<file path="config.mk">
export PLATFORM = sky130hd
export DESIGN_NAME = if_id_stage
export DESIGN_NICKNAME = d
export VERILOG_FILES = /design/src/rtl/rv32_pkg.sv /design/src/rtl/rv32_imm_gen.sv /design/src/rtl/if_id_stage.sv
export SDC_FILE = /design/constraint.sdc
export NUM_CORES = 1
export LEC_CHECK = 0
export ABC_AREA = 1
export CAP_MARGIN = 20
export CELL_PAD_IN_SITES_DETAIL_PLACEMENT = 2
export CELL_PAD_IN_SITES_GLOBAL_PLACEMENT = 2
export CORE_ASPECT_RATIO = 1.2
export CORE_MARGIN = 8
export CORE_UTILIZATION = 36
export CTS_CLUSTER_SIZE = 8
export DETAILED_ROUTE_END_ITERATION = 8
export DONT_BUFFER_PORTS = 1
export MAX_ROUTING_LAYER = met4
export PLACE_DENSITY_LB_ADDON = 0.1
export REMOVE_ABC_BUFFERS = 1
export SYNTH_ARGS = -nofsm -noshare
export SYNTH_HDL_FRONTEND = slang
export SYNTH_SLANG_ARGS = --single-unit
</file>
<file path="constraint.sdc">
create_clock -name clk -period 2.45 [get_ports clk]
set_input_delay 0.3675 -clock clk [delete_from_list [all_inputs] [get_ports clk]]
set_output_delay 0.3675 -clock clk [all_outputs]
set_load 0.02 [all_outputs]
</file>
<file path="src/rtl/rv32_pkg.sv">
// Shared RV32I definitions for the front end: opcodes, the reset NOP,
// fetch FSM state type and immediate-extraction helpers.
package rv32_pkg;

    localparam logic [6:0] OP_LUI    = 7'h37;
    localparam logic [6:0] OP_AUIPC  = 7'h17;
    localparam logic [6:0] OP_JAL    = 7'h6F;
    localparam logic [6:0] OP_JALR   = 7'h67;
    localparam logic [6:0] OP_BRANCH = 7'h63;
    localparam logic [6:0] OP_LOAD   = 7'h03;
    localparam logic [6:0] OP_STORE  = 7'h23;
    localparam logic [6:0] OP_IMM    = 7'h13;
    localparam logic [6:0] OP_REG    = 7'h33;
    localparam logic [6:0] OP_FENCE  = 7'h0F;
    localparam logic [6:0] OP_SYSTEM = 7'h73;

    // addi x0, x0, 0
    localparam logic [31:0] NOP_INSN = 32'h0000_0013;

    typedef enum logic [1:0] {
        ST_RESET = 2'd0,
        ST_FETCH = 2'd1,
        ST_HALT  = 2'd2
    } fetch_state_t;

    function automatic logic is_legal_opcode(input logic [6:0] op);
        logic ok;
        case (op)
            OP_LUI, OP_AUIPC, OP_JAL, OP_JALR, OP_BRANCH, OP_LOAD,
            OP_STORE, OP_IMM, OP_REG, OP_FENCE, OP_SYSTEM: ok = 1'b1;
            default:                                        ok = 1'b0;
        endcase
        return ok;
    endfunction

    function automatic logic [31:0] get_imm_i(input logic [31:0] insn);
        return {{20{insn[31]}}, insn[31:20]};
    endfunction

    function automatic logic [31:0] get_imm_s(input logic [31:0] insn);
        return {{20{insn[31]}}, insn[31:25], insn[11:7]};
    endfunction

    function automatic logic [31:0] get_imm_b(input logic [31:0] insn);
        return {{19{insn[31]}}, insn[31], insn[7], insn[30:25], insn[11:8], 1'b0};
    endfunction

    function automatic logic [31:0] get_imm_u(input logic [31:0] insn);
        return {insn[31:12], 12'b0};
    endfunction

    function automatic logic [31:0] get_imm_j(input logic [31:0] insn);
        return {{11{insn[31]}}, insn[31], insn[19:12], insn[20], insn[30:21], 1'b0};
    endfunction

endpackage

</file>
<file path="src/rtl/rv32_imm_gen.sv">
// Sign-extended RV32I immediates (I/S/B/U/J) from a raw instruction word.
module rv32_imm_gen
    import rv32_pkg::*;
(
    input  logic [31:0] instruction,
    output logic [31:0] imm_i,
    output logic [31:0] imm_s,
    output logic [31:0] imm_b,
    output logic [31:0] imm_u,
    output logic [31:0] imm_j
);

    assign imm_i = get_imm_i(instruction);
    assign imm_s = get_imm_s(instruction);
    assign imm_b = get_imm_b(instruction);
    assign imm_u = get_imm_u(instruction);
    assign imm_j = get_imm_j(instruction);

endmodule

</file>
<file path="src/rtl/if_id_stage.sv">
// RV32I fetch stage plus IF/ID register. Streams sequential fetches from a
// 1-cycle registered IMEM, redirects on JAL, and halts (sticky exception)
// on an illegal opcode or a misaligned fetch PC.
module if_id_stage #(
    parameter logic [31:0] RESET_PC = 32'h0000_0000,
    parameter int          IMEM_AW  = 17
) (
    input  logic        clk,
    input  logic        reset,
    output logic        exception,
    output logic        inst_mem_is_ready,
    input  logic [31:0] inst_mem_read_data,
    output logic        inst_mem_is_valid,
    output logic [31:0] inst_mem_addr
);
    import rv32_pkg::*;

    fetch_state_t state, state_next;

    logic [31:0] inst_fetch_pc;
    logic [31:0] req_pc;
    logic [31:0] instruction;
    logic [31:0] id_pc;
    logic        id_valid;

    logic [6:0]  opcode;
    logic [4:0]  rd, rs1, rs2;
    logic [2:0]  funct3;
    logic [6:0]  funct7;
    logic [31:0] imm_i, imm_s, imm_b, imm_u, imm_j;

    logic redirect, illegal, misaligned, halt_req, run;

    // Field decode of the IF/ID instruction.
    assign opcode = instruction[6:0];
    assign rd     = instruction[11:7];
    assign funct3 = instruction[14:12];
    assign rs1    = instruction[19:15];
    assign rs2    = instruction[24:20];
    assign funct7 = instruction[31:25];

    rv32_imm_gen u_imm_gen (
        .instruction (instruction),
        .imm_i       (imm_i),
        .imm_s       (imm_s),
        .imm_b       (imm_b),
        .imm_u       (imm_u),
        .imm_j       (imm_j)
    );

    // id_valid separates a freshly captured word from the reset NOP or a
    // stale word left behind by a squash, so a JAL redirects exactly once.
    assign redirect   = id_valid & (opcode == OP_JAL);
    assign illegal    = id_valid & ~is_legal_opcode(opcode);
    assign misaligned = (inst_fetch_pc[1:0] != 2'b00);
    assign halt_req   = illegal | misaligned;

    // Fetch state advances only while not halted and not about to halt,
    // so the PC freezes at the faulting value.
    assign run = (state != ST_HALT) & ~halt_req;

    assign exception         = (state == ST_HALT);
    assign inst_mem_is_ready = reset & (state != ST_HALT);
    assign inst_mem_addr     = inst_fetch_pc;

    // Fetch FSM state register.
    always_ff @(posedge clk or negedge reset) begin
        if (!reset) state <= ST_RESET;
        else        state <= state_next;
    end

    // Fetch FSM next state: leave RESET on the first edge, HALT is terminal.
    always_comb begin
        state_next = state;
        case (state)
            ST_RESET: state_next = halt_req ? ST_HALT : ST_FETCH;
            ST_FETCH: if (halt_req) state_next = ST_HALT;
            ST_HALT:  state_next = ST_HALT;
            default:  state_next = ST_HALT;
        endcase
    end

    // PC, request tracking and IF/ID capture. While a JAL redirects, the
    // word returning this edge (fetched behind the JAL) is dropped and the
    // request in flight is marked not-valid.
    always_ff @(posedge clk or negedge reset) begin
        if (!reset) begin
            inst_fetch_pc     <= RESET_PC;
            req_pc            <= RESET_PC;
            inst_mem_is_valid <= 1'b0;
            instruction       <= NOP_INSN;
            id_pc             <= 32'h0;
            id_valid          <= 1'b0;
        end else if (run) begin
            inst_fetch_pc     <= redirect ? (id_pc + imm_j) : (inst_fetch_pc + 32'd4);
            req_pc            <= inst_fetch_pc;
            inst_mem_is_valid <= ~redirect;
            id_valid          <= inst_mem_is_valid & ~redirect;
            if (inst_mem_is_valid && !redirect) begin
                instruction <= inst_mem_read_data;
                id_pc       <= req_pc;
            end
        end else begin
            inst_mem_is_valid <= 1'b0;
        end
    end

    // Decode outputs consumed by the next stage, not by this one.
    logic decode_unused;
    assign decode_unused = ^{rd, funct3, rs1, rs2, funct7, imm_i, imm_s, imm_b, imm_u,
                             inst_fetch_pc[31:IMEM_AW]};

endmodule

</file>
Yosys cells after proc, flatten, opt, wreduce, memory -nomap -nowiden
Index checks and enable logic that the tools add are counted.
{"block": "totals", "elab_cells": 45, "register_bits": 132, "in_bits": 34}
{"block": "classes", "n_eq_ne": 15, "n_reduce_logical": 6, "muxes": 6, "bitwise_logic": 9, "n_addsub": 2}
{"cell": "32-bit by 3-bit adder with 32-bit output (second input constant)", "n": 1}
{"cell": "32-bit adder", "n": 1}
{"cell": "32-bit two-way mux", "n": 1}
{"cell": "7-bit equality test (second input constant)", "n": 4}
{"cell": "7-bit by 6-bit equality test with 1-bit output (second input constant)", "n": 3}
{"cell": "7-bit by 5-bit equality test with 1-bit output (second input constant)", "n": 2}
{"cell": "11-bit OR reduction", "n": 1}
{"cell": "7-bit by 2-bit equality test with 1-bit output (second input constant)", "n": 1}
{"cell": "7-bit by 4-bit equality test with 1-bit output (second input constant)", "n": 1}
{"cell": "1-bit AND", "n": 5}
{"cell": "2-bit two-way mux", "n": 2}
{"cell": "2-bit != test (second input constant)", "n": 2}
{"cell": "2-bit case mux with 2 select lines", "n": 1}
{"cell": "1-bit inverter", "n": 3}
{"cell": "2-bit by 1-bit equality test with 1-bit output (second input constant)", "n": 1}
{"cell": "2-bit equality test (second input constant)", "n": 1}
{"cell": "2-bit logical NOT", "n": 1}
{"cell": "1-bit two-way mux", "n": 2}
{"cell": "2-bit AND reduction", "n": 1}
{"cell": "2-bit nonzero test", "n": 1}
{"cell": "1-bit logical AND", "n": 1}
{"cell": "1-bit logical NOT", "n": 1}
{"cell": "1-bit bitwise OR", "n": 1}

Longest topological paths before layout
Gate-level depths: netlist of run 1.
{"block": "logic_depth", "depth_word": 9, "depth_mapped": 14, "mapped_depth_nobuf": 14}

Modules after synthesis
From an unflattened synthesis of run 1, not the netlist that was laid out.
{"block": "unflattened", "cells_unflattened": 1409, "hier_area_um2": 9649.3}
{"mod": "if_id_stage", "seq_area_each_um2": 3306.9, "area_per_inst_um2": 8444.3, "instances": 1, "cells_each": 1248}
{"mod": "rv32_imm_gen", "seq_area_each_um2": 0.0, "area_per_inst_um2": 1204.9, "instances": 1, "cells_each": 161}

Least setup slack after synthesis of run 1
OpenSTA, ideal clock, no wires.
{"block": "synth_timing", "path_type": "reg-to-reg", "start": "register id_pc[1]", "end": "register inst_fetch_pc[31] (netlist: inst_mem_addr[31])", "n_path_buf": 0, "required_ps": 2334, "setup_time_ps": 116, "t_arrival_ps": 1841, "setup_slack_ps": 492, "path_stages_with_launch": 14, "synth_period_minus_slack_ps": 1958, "cell_sequence": "dfrtp_1 -> ha_1 -> inv_1 -> fa_1 -> nor2_1 -> nor2_1 -> o21ai_0 -> nand2_1 -> nand2_1 -> nand2_1 -> nand3b_1 -> nand3_1 -> nand2_1 -> nand2_1"}
{"block": "synth_between", "elab_chain_cells": 2}
{"element": "start, declared", "line_no": "if_id_stage.sv:23", "text": "logic [31:0] id_pc;"}
{"element": "start signal, assigned", "line_no": "if_id_stage.sv:101", "text": "id_pc <= req_pc;"}
{"element": "32-bit adder", "line_no": "if_id_stage.sv:95", "text": "inst_fetch_pc <= redirect ? (id_pc + imm_j) : (inst_fetch_pc + 32'd4);"}
{"element": "32-bit two-way mux", "line_no": "if_id_stage.sv:95"}
{"element": "end signal, assigned", "line_no": "if_id_stage.sv:95"}
{"element": "end, declared", "line_no": "if_id_stage.sv:20", "text": "logic [31:0] inst_fetch_pc;"}
Every way passes these cells.
A chain may end at the register's enable or synchronous reset.

Worst setup path after layout of run 1
{"block": "layout_timing", "start": "register id_pc[9]", "end": "register inst_fetch_pc[26] (netlist: inst_mem_addr[26])"}
Same word-level chain as after synthesis.

==> results of run 1 <==
[worst max path at each step]
stage | startpoint | end | slack [ps] | depth (start not counted)
floorplan | instruction[4]$_DFFE_PN1P_ | instruction[22]$_DFFE_PN0P_ | -470 | 8
global placement | instruction[31]$_DFFE_PN0P_ | inst_mem_addr[31]$_DFFE_PN0P_ | 180 | 11
detailed placement | instruction[31]$_DFFE_PN0P_ | inst_mem_addr[25]$_DFFE_PN0P_ | 110 | 10
CTS | instruction[31]$_DFFE_PN0P_ | inst_mem_addr[25]$_DFFE_PN0P_ | 100 | 10
global route | id_pc[9]$_DFFE_PN0P_ | inst_mem_addr[26]$_DFFE_PN0P_ | 2 | 11
finish | id_pc[9]$_DFFE_PN0P_ | inst_mem_addr[26]$_DFFE_PN0P_ | 120 | 11
[worst register-to-register path, delay by kind of cell (launching register included)]
family | cells | cell delay, ps
compound gates | 1 | 220
fa+ha+maj | 1 | 390
buf+inv | 1 | 70
flops | 1 | 390
simple gates | 8 | 1180
[stage by stage]
step / cells / hold WS [ps] / setup WS, ps / area [sq um] / utilization
3_3_place_gp: 1487 / 76.6 / 182 / 8710 / 0.389
6_report: 1519 / -360 / 122 / 9340 / 0.417
2_1_floorplan: 1168 / 71.9 / -470 / 8030 / -
4_1_cts: 1519 / -378 / 96.6 / 9310 / 0.416
5_1_grt: 1519 / -377 / 2.04 / 9340 / 0.417
3_5_place_dp: 1487 / 76.8 / 112 / 8710 / 0.389
[final cells by class]
type	count	area, sq um	area share
Multi-Input combinational cell	864	4210	0.451
Sequential cell	127	3180	0.341
Inverter	177	664	0.0712
Clock buffer	20	447	0.0478
Tap cell	279	349	0.0374
Timing Repair Buffer	40	325	0.0348
Clock inverter	12	158	0.0169
[kinds of logic (layout without fill, tap and decap cells)]
group / count (synthesis) / in the layout
compound gates: 167 / 167
xor+xnor: 11 / 11
fa+ha+maj: 32 / 32
buf+inv: 209 / 249
flops: 127 / 127
simple gates: 654 / 654
[synth_stat cells (4+ instances only)]
cell / instances
dfrtp_1: 124
nand4_1: 12
clkbuf_1: 6
nor3_1: 15
nor2_4: 4
o21ai_0: 63
a21boi_0: 4
nand3_1: 93
ha_1: 31
nor2_1: 98
a21boi_1: 5
nand2_1: 402
nor3_2: 4
a21oi_1: 47
xor2_1: 10
o21bai_1: 5
nand3b_1: 6
o21ai_1: 31
buf_2: 21
inv_1: 175
nand2_2: 4
[flip-flops by register name (all words and copies together) (netlist names)]
register           cells
id_pc                 32
inst_mem_addr         32
req_pc                32
instruction           27
state                  2
id_valid               1
inst_mem_is_valid      1
[metal layers]
metal / track usage / wire length [um] / vias up
li1: - / - / 3846
met3: 0.0258 / 525 / 48
met5: - / 0 / -
met2: 0.427 / 16600 / 107
met1: 0.259 / 13000 / 3947
met4: 0.106 / 1230 / 0
[power by group]
group,internal [uW],switching [uW]
sequential,2160,74.2
clock,1640,1070
combinational,130,267
[repair_timing]
action | in CTS | in global routing
endpoints found under the hold margin | 127 | 127
endpoints found under the setup margin | 0 | 7
resized for setup | 0 | 10
==> results.json, run 1 <==
{
  "syn_area_per_cell_sq_um": 6.83,
  "final_nets": 1293,
  "slowest_delay_ps": 390,
  "grt_pass1_wl_um": 49900,
  "ys_warn_count": 0,
  "timing.fmax_mhz": 430,
  "synth_fa_ha_area_frac": 0.0497,
  "port_buffers": 0,
  "synth_top_area_frac": 0.378,
  "synth_top_family_by_area": "simple AND/OR/NAND/NOR gates",
  "grt_use_total": 0.237,
  "grt_max_degree": 129,
  "drc": 0,
  "tightest_slew_ps": 564,
  "cts.clk_slew.worst_paths_ps": 70,
  "p_leak_uw": 0.00475,
  "power_uw": 5340,
  "drtAntennaViolNets": 0,
  "crit_top_cell": "nand2_1",
  "synthMuxAreaShare": 0,
  "yosys.area.top_type": "dfrtp_1",
  "ys_seq_area_frac": 0.388,
  "htreeDepth": 4,
  "coreArea_sq_mm": 0.0224,
  "die_y_um": 181,
  "synth-xor-area-share": 0.0118,
  "maxSlewHeadroom": 0.621,
  "yosys.area_share.simple": 0.339,
  "vias": 7948,
  "clock_latency_ps": 430,
  "routabilityCongestion": 0.858,
  "crit_path_top_delay_cell": "dfrtp_1",
  "rsz0062_at_grt": "false",
  "critPathKind": "reg2reg",
  "diodes": 0,
  "cts_buffers": 17,
  "wire_per_inst_um": 20.6,
  "drive_above_1_share": 0.0855,
  "outcome": "finished, violations left",
  "hold_ws_ps": -360,
  "vdd.ir_drop.worst_v": 0.000477,
  "crit_buf_inv": 1,
  "grt_pass1_vias": 8832,
  "synth_edf_count": 0,
  "die-area_sq_mm": 0.0279,
  "mostFrequentLayoutCell": "nand2_1",
  "timing.rr.start": "id_pc[9]$_DFFE_PN0P_",
  "synthArstFlopShare": 1.00,
  "ff2ff_path_depth": 11,
  "worst-path-max-fanout": 5,
  "antenna_found_initial": 0,
  "synthTopCellsByArea": "dfrtp_1 38%, nand2_1 18%, inv_1 8.0%",
  "ff2ff_setup_slack_ps": 120,
  "fin_crit_ps": 2330,
  "mostFrequentLayoutCells": "401 x nand2_1, 175 x inv_1, 123 x dfrtp_1",
  "synth_compound_area_frac": 0.110,
  "synth_ff_type": "dfrtp_1",
  "rr_endpoint": "inst_mem_addr[26]$_DFFE_PN0P_",
  "fin_setup_tns_ps": 0,
  "hold_path.class": "in2async",
  "fin_skew_ps": 17.4,
  "pwr_density_cell_mw_per_mm2": 572,
  "cts.sink_count": 127,
  "cts_buffer_depth": 2,
  "start_kind": "flop",
  "critPathTopFamily": "simple AND/OR/NAND/NOR gates",
  "synthCells": 1200,
  "end_kind": "flop",
  "ys_ff_latch": 127,
  "fillCellCount": 2722,
  "syn_area_sq_mm": 0.00820,
  "finalWirelength_um": 31300,
  "cp.required_ps": 2800,
  "crit_chain": "ha_1 > nand2_1 > inv_1 > nand2_1 > nand2_1 > nand3b_1 > nand2_1 > nand3_1 > nand2_1 > nand3_1 > a21boi_0",
  "violations": "hold timing",
  "post_drt_via_cell_ratio": 5.23,
  "drt_first_iter_violations": 308,
  "overflow": 0,
  "finalMaxSlewViolations": 0,
  "hpwlAfterDp_um": 23300,
  "cp_data_arrival_time_ps": 2680,
  "maxCapViolCount": 0,
  "rows": 60,
  "dr.pass1.iters": 5,
  "cts_tree": "built",
  "syn_to_final_growth_pct": 13.9,
  "hold_viol_final": 127,
  "die_w_um": 154,
  "start_util": 0.366,
  "setup_viol_count_final": 0,
  "ios": 69,
  "clock-root-buffer": "clkbuf_16",
  "period_share": 0.950,
  "synth_cell_types": 44,
  "post_cts_buffers": 0
}
Power figures use the tool's default switching activity.
==> inputs of run 2 (changes only) <==
--- a/config.mk
+++ b/config.mk
@@ -17,6 +17,7 @@
 export DONT_BUFFER_PORTS = 1
 export MAX_ROUTING_LAYER = met4
 export PLACE_DENSITY_LB_ADDON = 0.1
+export RECOVER_POWER = 100
 export REMOVE_ABC_BUFFERS = 1
 export SYNTH_ARGS = -nofsm -noshare
 export SYNTH_HDL_FRONTEND = slang
==> results.json, run 2 (same netlist as run 1, synthesis figures left out) <==
{
  "outcome": "finished, violations left",
  "violations": "hold timing",
  "timing.rr.start": "id_pc[9]$_DFFE_PN0P_",
  "maxSlewHeadroom": 0.438,
  "stdcell_area_sq_mm": 0.00923,
  "drive_above_1_share": 0.0677,
  "cts.clk_slew.worst_paths_ps": 70,
  "ff2ff_setup_slack_ps": 140,
  "die_w_um": 154,
  "regArea_sq_mm": 0.00318,
  "period_share": 0.943,
  "clock_latency_ps": 430,
  "clock-root-buffer": "clkbuf_16",
  "finalWirelength_um": 31300,
  "drt_first_iter_violations": 281,
  "cts_tree": "built",
  "setup_viol_count_final": 0,
  "maxCapViolCount": 0,
  "final_nets": 1293,
  "power_uw": 5320,
  "routabilityCongestion": 0.858,
  "slowest_delay_ps": 390,
  "fin_ws_ps": 139,
  "grt_pass1_wl_um": 49900,
  "grt_use_total": 0.237,
  "post-place-cells": 1487,
  "antenna_found_initial": 0,
  "crit_path_top_delay_cell": "dfrtp_1",
  "placed_cell_area_sq_mm": 0.00871,
  "cp.required_ps": 2800,
  "multi_input_comb_area_sq_mm": 0.00419,
  "drtAntennaViolNets": 0,
  "rr_endpoint": "inst_mem_addr[26]$_DFFE_PN0P_",
  "p_leak_uw": 0.00467,
  "worstSetupStartpoint": "id_pc[9]$_DFFE_PN0P_",
  "cts_buffer_depth": 2,
  "cp_data_arrival_time_ps": 2660,
  "end_kind": "flop",
  "syn_to_final_growth_pct": 12.6,
  "crit_buf_inv": 1,
  "postLayoutCoreUtil": 0.413,
  "grt_pass1_vias": 8832,
  "fin_crit_ps": 2310,
  "cp.depth": 11,
  "rows": 60,
  "overflow": 0,
  "place_ws_ps": 112,
  "coreArea_sq_mm": 0.0224,
  "critPathTopFamily": "simple AND/OR/NAND/NOR gates",
  "fillCellCount": 2752,
  "vias": 7929,
  "cts_buffers": 17,
  "cts.sink_count": 127,
  "critPathKind": "reg2reg",
  "vdd.ir_drop.worst_v": 0.000478,
  "start_util": 0.366,
  "tightest_slew_ps": 844,
  "crit_end": "inst_mem_addr[26]$_DFFE_PN0P_",
  "hold_ws_ps": -361,
  "diodes": 0,
  "pwr_density_cell_mw_per_mm2": 577,
  "start_kind": "flop",
  "wire_per_inst_um": 20.6,
  "dr.pass1.iters": 5,
  "finalMaxSlewViolations": 0,
  "post_drt_via_cell_ratio": 5.22,
  "crit_chain": "ha_1 > nand2_1 > inv_1 > nand2_1 > nand2_1 > nand3b_1 > nand2_1 > nand3_1 > nand2_1 > nand3_1 > a21boi_0",
  "fin_skew_ps": 17.4,
  "drc": 0,
  "hold_viol_final": 127,
  "die_y_um": 181,
  "rsz0062_at_grt": "false",
  "mostFrequentLayoutCell": "nand2_1",
  "grt_max_degree": 129,
  "hpwlAfterDp_um": 23300,
  "htreeDepth": 4,
  "ios": 69,
  "ff2ff_path_depth": 11,
  "worst-path-max-fanout": 5,
  "timing.fmax_mhz": 433,
  "crit_top_cell": "nand2_1",
  "die-area_sq_mm": 0.0279,
  "stdcell_count": 1519,
  "port_buffers": 0,
  "hold_path.class": "in2async",
  "mostFrequentLayoutCells": "401 x nand2_1, 175 x inv_1, 123 x dfrtp_1"
}
[run 2: cell count changes in the layout (fill, tap and decap cells not counted), moves of 2 or more]
cell,delta
buf_4,-22
clkbuf_1,+20
clkbuf_2,+2
o21ai_0,+25
o21ai_1,-25
[run 2: how the worst min path moves through the flow]
stage	slack [ps]	cells after the start	to	from
floorplan	70	0	id_pc[0]$_DFFE_PN0P_	reset
global placement	80	0	instruction[2]$_DFFE_PN0P_	reset
detailed placement	80	0	instruction[2]$_DFFE_PN0P_	reset
CTS	-380	0	instruction[3]$_DFFE_PN0P_	reset
global route	-380	0	instruction[3]$_DFFE_PN0P_	reset
finish	-360	0	instruction[3]$_DFFE_PN0P_	reset
[run 2: area by class of cell]
cell class                      count  share of cell area
Clock inverter                     12              0.0171
Sequential cell                   127               0.345
Timing Repair Buffer               40              0.0256
Tap cell                          279              0.0378
Inverter                          177              0.0720
Multi-Input combinational cell    864               0.454
Clock buffer                       20              0.0484
[run 2: through the flow]
step	hold slack, ps	TNS, ps
after floorplan	71.9	-25160
after global placement	76.6	0
after detailed placement	76.8	0
after CTS	-378	0
after global routing	-377	0
final	-361	0
[run 2: power by group]
part | switching [uW] | internal (uW) | total (uW) | leakage [uW]
Clock | 1060 | 1640 | 2700 | 0.000287
Sequential | 73.4 | 2160 | 2240 | 0.00168
Combinational | 266 | 121 | 387 | 0.00270
Total | 1400 | 3920 | 5320 | 0.00467
[run 2: repair_timing]
action | 4_1_cts | 5_1_grt
endpoints found under the setup margin | 0 | 7
buffers inserted | 0 | 0
endpoints found under the hold margin | 127 | 127
resized for setup | 0 | 10
[run 2: metal layers]
metal,track usage,vias to the layer above,part of all wire
met4,0.106,0,0.038
met5,-,-,0
met3,0.0258,46,0.021
met2,0.427,105,0.53
li1,-,3848,-
met1,0.259,3930,0.41
==> inputs of run 3 (changes only) <==
--- a/config.mk
+++ b/config.mk
@@ -5,13 +5,12 @@
 export SDC_FILE = /design/constraint.sdc
 export NUM_CORES = 1
 export LEC_CHECK = 0
-export ABC_AREA = 1
 export CAP_MARGIN = 20
 export CELL_PAD_IN_SITES_DETAIL_PLACEMENT = 2
 export CELL_PAD_IN_SITES_GLOBAL_PLACEMENT = 2
 export CORE_ASPECT_RATIO = 1.2
 export CORE_MARGIN = 8
-export CORE_UTILIZATION = 36
+export CORE_UTILIZATION = 41
 export CTS_CLUSTER_SIZE = 8
 export DETAILED_ROUTE_END_ITERATION = 8
 export DONT_BUFFER_PORTS = 1
==> results.json, run 3 <==
{
  "ys_seq_area_frac": 0.448,
  "drtAntennaViolNets": 0,
  "p_comb_frac": 0.067,
  "post-place-cells": 987,
  "setup_viol_count_final": 78,
  "wire_per_inst_um": 26.4,
  "ys_ff_latch": 127,
  "yosys.area.top_type": "dfrtp_1",
  "cp_data_arrival_time_ps": 3040,
  "synth_top_family_by_area": "compound AO/OA/AOI/OAI gates",
  "post_drt_via_cell_ratio": 6.13,
  "grt_use_total": 0.250,
  "p_sw_uw": 1270,
  "drt_first_iter_violations": 337,
  "synth_top_area_frac": 0.437,
  "clock_latency_ps": 440,
  "synthTopCellsByArea": "dfrtp_1 44%, mux2_1 9.4%, nand2_1 6.8%",
  "p_leak_uw": 0.00419,
  "clock-root-buffer": "clkbuf_16",
  "coreArea_sq_mm": 0.0169,
  "power_uw": 5180,
  "diodes": 0,
  "hpwlAfterDp_um": 16200,
  "end_kind": "flop",
  "wl_met3_um": 1220,
  "synth_most_common_cell": "nand2_1",
  "cts.clk_slew.worst_paths_ps": 60,
  "internal_power_uw": 3910,
  "postLayoutCoreUtil": 0.523,
  "die_y_um": 160,
  "synthArstFlopShare": 1.00,
  "dr.pass1.iters": 4,
  "maxCapViolCount": 0,
  "antenna_found_initial": 0,
  "cp.required_ps": 2750,
  "drive_above_1_share": 0.216,
  "hold_viol_final": 127,
  "grt_pass1_wl_um": 41400,
  "pwr_density_cell_mw_per_mm2": 585,
  "power_frac_clock": 0.512,
  "drc": 0,
  "switching_share": 0.245,
  "critPathKind": "reg2reg",
  "tightest_slew_ps": 693,
  "synth_compound_area_frac": 0.181,
  "cts_tree": "built",
  "fin_skew_ps": 11.1,
  "worst-path-max-fanout": 4,
  "fin_ws_ps": -293,
  "synthMuxAreaShare": 0.0965,
  "ios": 69,
  "start_kind": "flop",
  "power_frac_seq": 0.421,
  "mostFrequentLayoutCells": "127 x nand2_1, 122 x dfrtp_1, 61 x a21oi_1",
  "rows": 52,
  "top_layer": "met4",
  "synth_cell_types": 71,
  "outcome": "finished, violations left",
  "synth_edf_count": 0,
  "syn_area_per_cell_sq_um": 9.81,
  "cts.sink_count": 127,
  "start_util": 0.420,
  "fin_setup_tns_ps": -13230,
  "synth_ff_type": "dfrtp_1",
  "vias": 6336,
  "period_share": 1.12,
  "wl_met2_um": 14500,
  "synth-xor-area-share": 0.0320,
  "cts_buffers": 17,
  "yosys.area_share.simple": 0.156,
  "die-area_sq_mm": 0.0218,
  "synthTopCellsByCount": "128 x nand2_1, 124 x dfrtp_1, 65 x a21oi_1",
  "cts_buffer_depth": 2,
  "fin_crit_ps": 2740,
  "rsz0062_at_grt": "true",
  "vdd.ir_drop.worst_v": 0.000450,
  "hold_ws_ps": -370,
  "mostFrequentLayoutCell": "nand2_1",
  "overflow": 0,
  "finalWirelength_um": 27300,
  "die_w_um": 136,
  "finalMaxSlewViolations": 0,
  "fillCellCount": 1740,
  "stdcell_count": 1034,
  "violations": "hold timing, setup timing",
  "timing.fmax_mhz": 365,
  "htreeDepth": 4,
  "syn_to_final_growth_pct": 24.4,
  "grt_pass1_vias": 7108,
  "grt_max_degree": 129,
  "port_buffers": 0,
  "synth_fa_ha_area_frac": 0.0574,
  "wl_met1_um": 10600,
  "synthCells": 724,
  "maxSlewHeadroom": 0.538,
  "routabilityCongestion": 0.859,
  "syn_area_sq_mm": 0.00711,
  "final_nets": 871,
  "ys_warn_count": 0,
  "hold_path.class": "in2async"
}
-- run 3: timing repair --
action	CTS	global route
gates cloned	0	0
gates resized for setup	29	40
buffers inserted	10	6
endpoints found under the hold margin	127	127
pin swaps	28	22
endpoints found under the setup margin	20	82
-- run 3: metal layers --
metal / track usage / vias to the layer above
met5: - / -
met4: 0.106 / 0
met3: 0.0556 / 80
met2: 0.425 / 201
met1: 0.275 / 3282
li1: - / 2773
-- run 3: worst max-delay path, cell delays in order (launching register included) --
cell and delay (ps):
dfrtp_1 360, ha_2 190, inv_2 40, fa_2 350, nand2b_4 170, a211oi_4 310
o22ai_4 140, o21ai_4 280, buf_4 180, a31oi_1 130, xnor2_1 160, o22ai_1 190
a21oi_1 120
-- run 3: final timing paths --
| check | from | end | slack, ps | cells after the start |
|---|---|---|---|---|
| max in group asynchronous | reset | instruction[4]$_DFFE_PN1P_ | 2590 | 0 |
| hold / removal | reset | req_pc[29]$_DFFE_PN0P_ | -370 | 0 |
| setup reg to reg | id_pc[1]$_DFFE_PN0P_ | inst_mem_addr[17]$_DFFE_PN0P_ | -290 | 12 |
| min in group clk | inst_mem_read_data[28] | instruction[28]$_DFFE_PN0P_ | 60 | 1 |
| hold reg to reg | state[1]$_DFFE_PN0P_ | state[0]$_DFFE_PN0P_ | 440 | 1 |
| setup / recovery | id_pc[1]$_DFFE_PN0P_ | inst_mem_addr[17]$_DFFE_PN0P_ | -290 | 12 |
-- run 3: area by class of cell --
cell class                 count  area [sq um]  area share
clock buffer                  18           439      0.0497
clock inverter                14           165      0.0187
inverter                      13          48.8     0.00552
multi-input combinational    552          4050       0.458
sequential                   127          3180       0.360
tap                          216           270      0.0306
timing repair buffer          94           682      0.0771
-- run 3: logic make-up after synthesis --
family          count (synthesis)
mux                            61
fa+ha+maj                      32
xor+xnor                       26
simple gates                  240
buf+inv                        45
flops                         127
compound gates                193
-- run 3: stage by stage --
stage | setup WS, ps | instance area (sq um) | hold WS [ps]
floorplan | -1640 | 6950 | 71.9
global placement | -240 | 7910 | 77.2
detailed placement | -339 | 7910 | 77.9
CTS | -195 | 8760 | -381
global route | -377 | 8840 | -385
finish | -293 | 8840 | -370
-- run 3: power groups by stage --
stage	clock (uW)	combinational, uW	sequential (uW)
after floorplan	0	176	2200
after global placement	0	269	2210
after detailed placement	0	286	2210
after CTS	2670	318	2170
after global routing	2780	370	2180
final	2650	347	2180
